<file path="src/rtl/spi_slave_enc_regs.sv">
// SPI responder decoding the ENC424J600-style opcode set against a local 32x8 register file.
// All pins are oversampled on clk; commands, writes and transaction ends are single-cycle strobes.
module spi_slave_enc_regs #(
    parameter bit SLAVE_SAMPLING = 1'b0
) (
    input  logic       clk,
    input  logic       rst,
    input  logic       SCK,
    input  logic       CS_N,
    input  logic       MOSI,
    output logic       MISO,
    output logic       MISO_OE,
    input  logic [7:0] status_byte,
    input  logic [4:0] host_addr,
    input  logic [7:0] host_wdata,
    input  logic       host_we,
    output logic [7:0] host_rdata,
    output logic [7:0] cmd_byte,
    output logic       cmd_valid,
    output logic [4:0] wr_addr,
    output logic [7:0] wr_data,
    output logic       wr_en,
    output logic       txn_done
);
    typedef enum logic [2:0] {IDLE, OPCODE, RDATA, WDATA, IGNORE} state_t;
    state_t state, state_next;

    logic       sck_s1, sck_s2, sck_s3;
    logic       cs_s1, cs_s2, mosi_s1, mosi_s2;
    logic       rise_q, fall_q, mosi_q, cs_q, cs_q2;
    logic [1:0] settle;
    logic       armed, seen_low;
    logic [2:0] bit_cnt;
    logic [7:0] rx_shift, tx_shift, rx_byte;
    logic [4:0] addr;
    logic       status_rd;
    logic [7:0] regfile [32];
    logic       sample_q, shift_q, cs_fall, cs_rise, last_bit, op_done, spi_we;

    assign sample_q   = SLAVE_SAMPLING ? fall_q : rise_q;
    assign shift_q    = SLAVE_SAMPLING ? rise_q : fall_q;
    assign cs_fall    = armed & ~cs_q & cs_q2;
    assign cs_rise    = cs_q & ~cs_q2;
    assign last_bit   = sample_q & (bit_cnt == 3'd7) & ~cs_q;
    assign rx_byte    = {rx_shift[6:0], mosi_q};
    assign op_done    = (state == OPCODE) & last_bit;
    assign spi_we     = (state == WDATA) & last_bit;
    assign host_rdata = regfile[host_addr];

    // Pin synchronizers plus a registered edge-detect stage; armed blocks the fake CS_N
    // fall that the reset value of the CS_N pipeline would otherwise produce after reset.
    always_ff @(posedge clk) begin
        if (rst) begin
            sck_s1  <= 1'b0;
            sck_s2  <= 1'b0;
            sck_s3  <= 1'b0;
            cs_s1   <= 1'b1;
            cs_s2   <= 1'b1;
            mosi_s1 <= 1'b0;
            mosi_s2 <= 1'b0;
            rise_q  <= 1'b0;
            fall_q  <= 1'b0;
            mosi_q  <= 1'b0;
            cs_q    <= 1'b1;
            cs_q2   <= 1'b1;
            settle  <= 2'd0;
            armed   <= 1'b0;
            MISO_OE <= 1'b0;
        end else begin
            sck_s1  <= SCK;
            sck_s2  <= sck_s1;
            sck_s3  <= sck_s2;
            cs_s1   <= CS_N;
            cs_s2   <= cs_s1;
            mosi_s1 <= MOSI;
            mosi_s2 <= mosi_s1;
            rise_q  <= sck_s2 & ~sck_s3;
            fall_q  <= ~sck_s2 & sck_s3;
            mosi_q  <= mosi_s2;
            cs_q    <= cs_s2;
            cs_q2   <= cs_q;
            MISO_OE <= ~cs_s2;
            if (settle != 2'd3) begin
                settle <= settle + 2'd1;
            end else if (cs_q) begin
                armed <= 1'b1;
            end
        end
    end

    always_ff @(posedge clk) begin
        if (rst) begin
            state <= IDLE;
        end else begin
            state <= state_next;
        end
    end

    always_comb begin
        state_next = state;
        case (state)
            IDLE: begin
                if (cs_fall) state_next = OPCODE;
            end
            OPCODE: begin
                if (last_bit) begin
                    if (rx_byte == 8'hC8 || rx_byte[7:5] == 3'b000) state_next = RDATA;
                    else if (rx_byte[7:5] == 3'b010)                state_next = WDATA;
                    else                                            state_next = IGNORE;
                end
            end
            RDATA: begin
                if (last_bit && status_rd) state_next = IGNORE;
            end
            default: ;
        endcase
        if (cs_q) state_next = IDLE;
    end

    always_ff @(posedge clk) begin
        if (rst) begin
            bit_cnt   <= 3'd0;
            rx_shift  <= 8'h00;
            tx_shift  <= 8'h00;
            addr      <= 5'd0;
            status_rd <= 1'b0;
            seen_low  <= 1'b0;
            MISO      <= 1'b0;
            cmd_byte  <= 8'h00;
            cmd_valid <= 1'b0;
            wr_addr   <= 5'd0;
            wr_data   <= 8'h00;
            wr_en     <= 1'b0;
            txn_done  <= 1'b0;
        end else begin
            cmd_valid <= 1'b0;
            wr_en     <= 1'b0;
            txn_done  <= cs_rise & seen_low;
            if (cs_fall) seen_low <= 1'b1;
            else if (cs_rise) seen_low <= 1'b0;

            if (state == IDLE || cs_q) bit_cnt <= 3'd0;
            else if (sample_q) bit_cnt <= bit_cnt + 3'd1;
            if (sample_q) rx_shift <= rx_byte;

            if (op_done) begin
                addr      <= rx_byte[4:0];
                status_rd <= (rx_byte == 8'hC8);
                if (rx_byte == 8'hC8) tx_shift <= status_byte;
                else tx_shift <= regfile[rx_byte[4:0]];
                if (rx_byte[7:6] == 2'b11 && rx_byte != 8'hC8) begin
                    cmd_byte  <= rx_byte;
                    cmd_valid <= 1'b1;
                end
            end

            // Reload for the next read byte happens on the sampling edge, so the following
            // shift edge already presents the new MSB.
            if (state == RDATA && !cs_q) begin
                if (last_bit && !status_rd) begin
                    addr     <= addr + 5'd1;
                    tx_shift <= regfile[addr + 5'd1];
                end else if (shift_q) begin
                    tx_shift <= {tx_shift[6:0], 1'b0};
                end
            end

            if (spi_we) begin
                wr_en   <= 1'b1;
                wr_addr <= addr;
                wr_data <= rx_byte;
                addr    <= addr + 5'd1;
            end

            if (state != RDATA) MISO <= 1'b0;
            else if (shift_q && !cs_q) MISO <= tx_shift[7];
        end
    end

    // The SPI write is issued last so it wins a same-address collision with the host.
    always_ff @(posedge clk) begin
        if (rst) begin
            for (int i = 0; i < 32; i++) regfile[i] <= 8'h00;
        end else begin
            if (host_we) regfile[host_addr] <= host_wdata;
            if (spi_we) regfile[addr] <= rx_byte;
        end
    end
endmodule
</file>
<file path="config.mk">
export PLATFORM = sky130hd
export DESIGN_NAME = spi_slave_enc_regs
export DESIGN_NICKNAME = d
export VERILOG_FILES = /design/src/rtl/spi_slave_enc_regs.sv
export SDC_FILE = /design/constraint.sdc
export NUM_CORES = 1
export LEC_CHECK = 0
export CAP_MARGIN = 20
export CORE_ASPECT_RATIO = 0.9
export CORE_UTILIZATION = 29
export CTS_BUF_LIST = sky130_fd_sc_hd__clkbuf_4 sky130_fd_sc_hd__clkbuf_8
export DETAILED_ROUTE_END_ITERATION = 8
export GPL_TIMING_DRIVEN = 0
export PLACE_DENSITY = 0.54
export SLEW_MARGIN = 20
export SYNTH_ARGS = -nofsm -noshare
export SYNTH_HDL_FRONTEND = slang
export SYNTH_SLANG_ARGS = --single-unit
</file>
<file path="constraint.sdc">
create_clock -name clk -period 2.8 [get_ports clk]
set_input_delay 0.42 -clock clk [delete_from_list [all_inputs] [get_ports clk]]
set_output_delay 0.42 -clock clk [all_outputs]
set_load 0.01 [all_outputs]
</file>
==> metrics.txt <==
status=finished with violations; failing checks=design-rule violations, negative setup slack; Seq cells post-synth=325; initial antenna violation count=7; Hold EP=sck_s1; CP max stage cell=mux4_2; GRT overflow=0; Final Power=11.5 mW; H-tree depth=2; number of I/O pins=61; kind of critical path=reg2out; Area Growth Syn to Fin=17.5%; Critical R2R Launch=addr[1]; Syn Area/Cell=10.5 um2; Max Cap Viol=0; global-route wire length before repair=152000 um; Post-synth EDFFs=256; Syn Inst Count=2027; crit start category=flop; layout cells sized above 1=25.7%; Mapped Area=21300 um2; Tcrit/Tclk final=110%; cts bufs inserted=56; global-route usage over all layers=30.1%; PortBufs=59; Initial DRT Pass Iterations=9; Max-Slew Margin vs Limit=30.6%; commonest non-fill, non-tap cell in the layout=nand2_1; Hold WC Path Type=in2reg; wire per inst=35.7 um; top_reg_cell synth=edfxtp_1; Root Buffer=clkbuf_8; Placeable Area=72100 um2; Setup Viol. Count Final=9; register area share after synthesis=42.5%; Die Span Y=259 um; Clock Latency Late Sink=0.68 ns; critical path cell sequence=mux4_2 -> a22oi_2 -> nand4_1 -> buf_2; FF-to-FF path depth=8; Max Transition Viols Final=0; fin nets=2223; worst hold start=SCK; crit path time final=3.09 ns; die area=74700 um2; die extent in x=288 um; vias in the first global route=17633; f_max=324 MHz; Core Rows=93; Reg2Reg Setup Slack=0 ns; clk buf depth=3; CTS hold repair buffers=0; WP buf/inv=1; RSZ-0062 raised after global routing=true; critical path's largest stage delay=0.53 ns; Routed Antenna Nets=0; vias=19389; Layout Skew=0.0236 ns; number of synthesis warnings=0; Mapped Nets=2061; Final TNS setup=-1.15 ns; post-synth cell types=58; initial DRC count=2870; pin count of the biggest net entering global routing=15; vias per cell=6.08; Reg clk slew, reported paths=0.06 ns; most frequent cells in the layout=584 x nand2_1, 256 x edfxtp_1, 235 x o21ai_0, 194 x mux4_2, 100 x nor2_1; Slew @ Worst Pin=1.04 ns; # DRC=6; GP Congestion=1.07; Worst VDD drop=0.000284 V; CP required=2.38 ns; WP data arrival=2.67 ns; final WL=114000 um; Fin. Hold Viols=0; Power Density=457 nW/um2; LEAKAGE=7.67 nW; hpwl dp=86400 um; reg-to-reg endpoint=tx_shift[6]; Worst Path Max Fanout=2; TritonCTS clock tree=yes; setup ws final=-0.290 ns; CP delay by family, top=multiplexers; crit end category=output pin; Hold Path Stages=2; Starting Density=29.6%; # clock sinks=325; Async S/R FF share, synth=0%; Fillers=7259
## per-stage QoR
| stage | instance area [um2] | hold WS, ns | worst slack [ns] | instances | utilization (%) |
|---|---|---|---|---|---|
| finish | 25100 | 0.314 | -0.290 | 3187 | 34.8 |
| global route | 25100 | 0.313 | -0.252 | 3181 | 34.7 |
| CTS | 24700 | 0.266 | -0.252 | 3155 | 34.3 |
| detailed placement | 23200 | 0.397 | -2.21 | 3038 | 32.1 |
| global placement | 23100 | 0.396 | -2.27 | 3036 | 32.0 |
| floorplan | 21300 | 0.383 | 0.227 | 2027 | - |
## worst max-delay path by stage
stage                         startpoint             to  cells after the start
after floorplan                  addr[0]    tx_shift[2]                     10
after global placement      host_addr[1]  host_rdata[1]                      7
after detailed placement    host_addr[1]  host_rdata[4]                      7
after CTS                 regfile[10][4]  host_rdata[4]                      4
after global routing      regfile[10][2]  host_rdata[2]                      4
final                     regfile[10][2]  host_rdata[2]                      4
## Yosys cell counts, types with 16 or more instances
library cell	n	share of area, %
o21ai_0	235	5.5
nor2_1	102	1.8
mux2i_1	52	2.4
nor2_4	32	1.7
buf_6	33	1.7
clkbuf_1	71	1.2
dfxtp_1	69	6.5
or3_1	37	1.1
nand2_1	586	10
mux4_2	194	20
buf_2	60	1.4
a22oi_1	42	1.5
nand3_1	24	0.56
edfxtp_1	256	36
o21ai_1	34	0.80
buf_1	16	0.28
## power breakdown
part | switching (mW) | internal, mW | leakage [nW] | total [mW]
registers | 0.379 | 5.43 | 3.00 | 5.81
clock network | 2.08 | 2.26 | 0.569 | 4.34
logic | 0.779 | 0.527 | 4.10 | 1.31
total | 3.24 | 8.22 | 7.67 | 11.5
## registers in the layout, indices dropped and copies added, names as in the netlist, 2 cells and up
signal and flops:
wr_addr 5, wr_data 8, tx_shift 8, bit_cnt 3
state 3, addr 5, settle 2, regfile 256
cmd_byte 8, rx_shift 7
## cell families (layout without fill, tap and decap cells)
group	Yosys count	count (layout)	synth area share (%)
and+or+nand+nor	870	870	18.7
other	0	6	0
adders and majority gates	7	7	0.410
muxes	253	253	23.3
DFF	325	325	42.5
AOI/OAI and AO/OA	373	373	9.84
buffers and inverters	191	395	4.96
xor gates and xnor gates	8	8	0.328
## per-layer routing
metal / global-route usage (%) / share of wire, % / vias up
li1: - / - / 7848
met1: 40.3 / 41 / 9808
met2: 43.5 / 42 / 1460
met3: 10.4 / 12 / 271
met4: 13.8 / 5.0 / 2
met5: 0 / 0.0079 / -
## repair_timing
action,in CTS,in global routing
pin swaps,18,12
buffers inserted,23,26
gates resized for setup,166,38
endpoints found under the setup margin,538,118
## area by class of cell
type	count	area, um2	share of cell area, %
Antenna cell	6	15.0	0.0599
Buffer	179	1340	5.35
Clock buffer	85	1000	3.99
Clock inverter	15	70.1	0.279
Inverter	6	22.5	0.0898
Multi-Input combinational cell	1511	11400	45.5
Sequential cell	325	9080	36.2
Tap cell	950	1190	4.74
Timing Repair Buffer	110	950	3.79
Power figures use the tool's default switching activity.
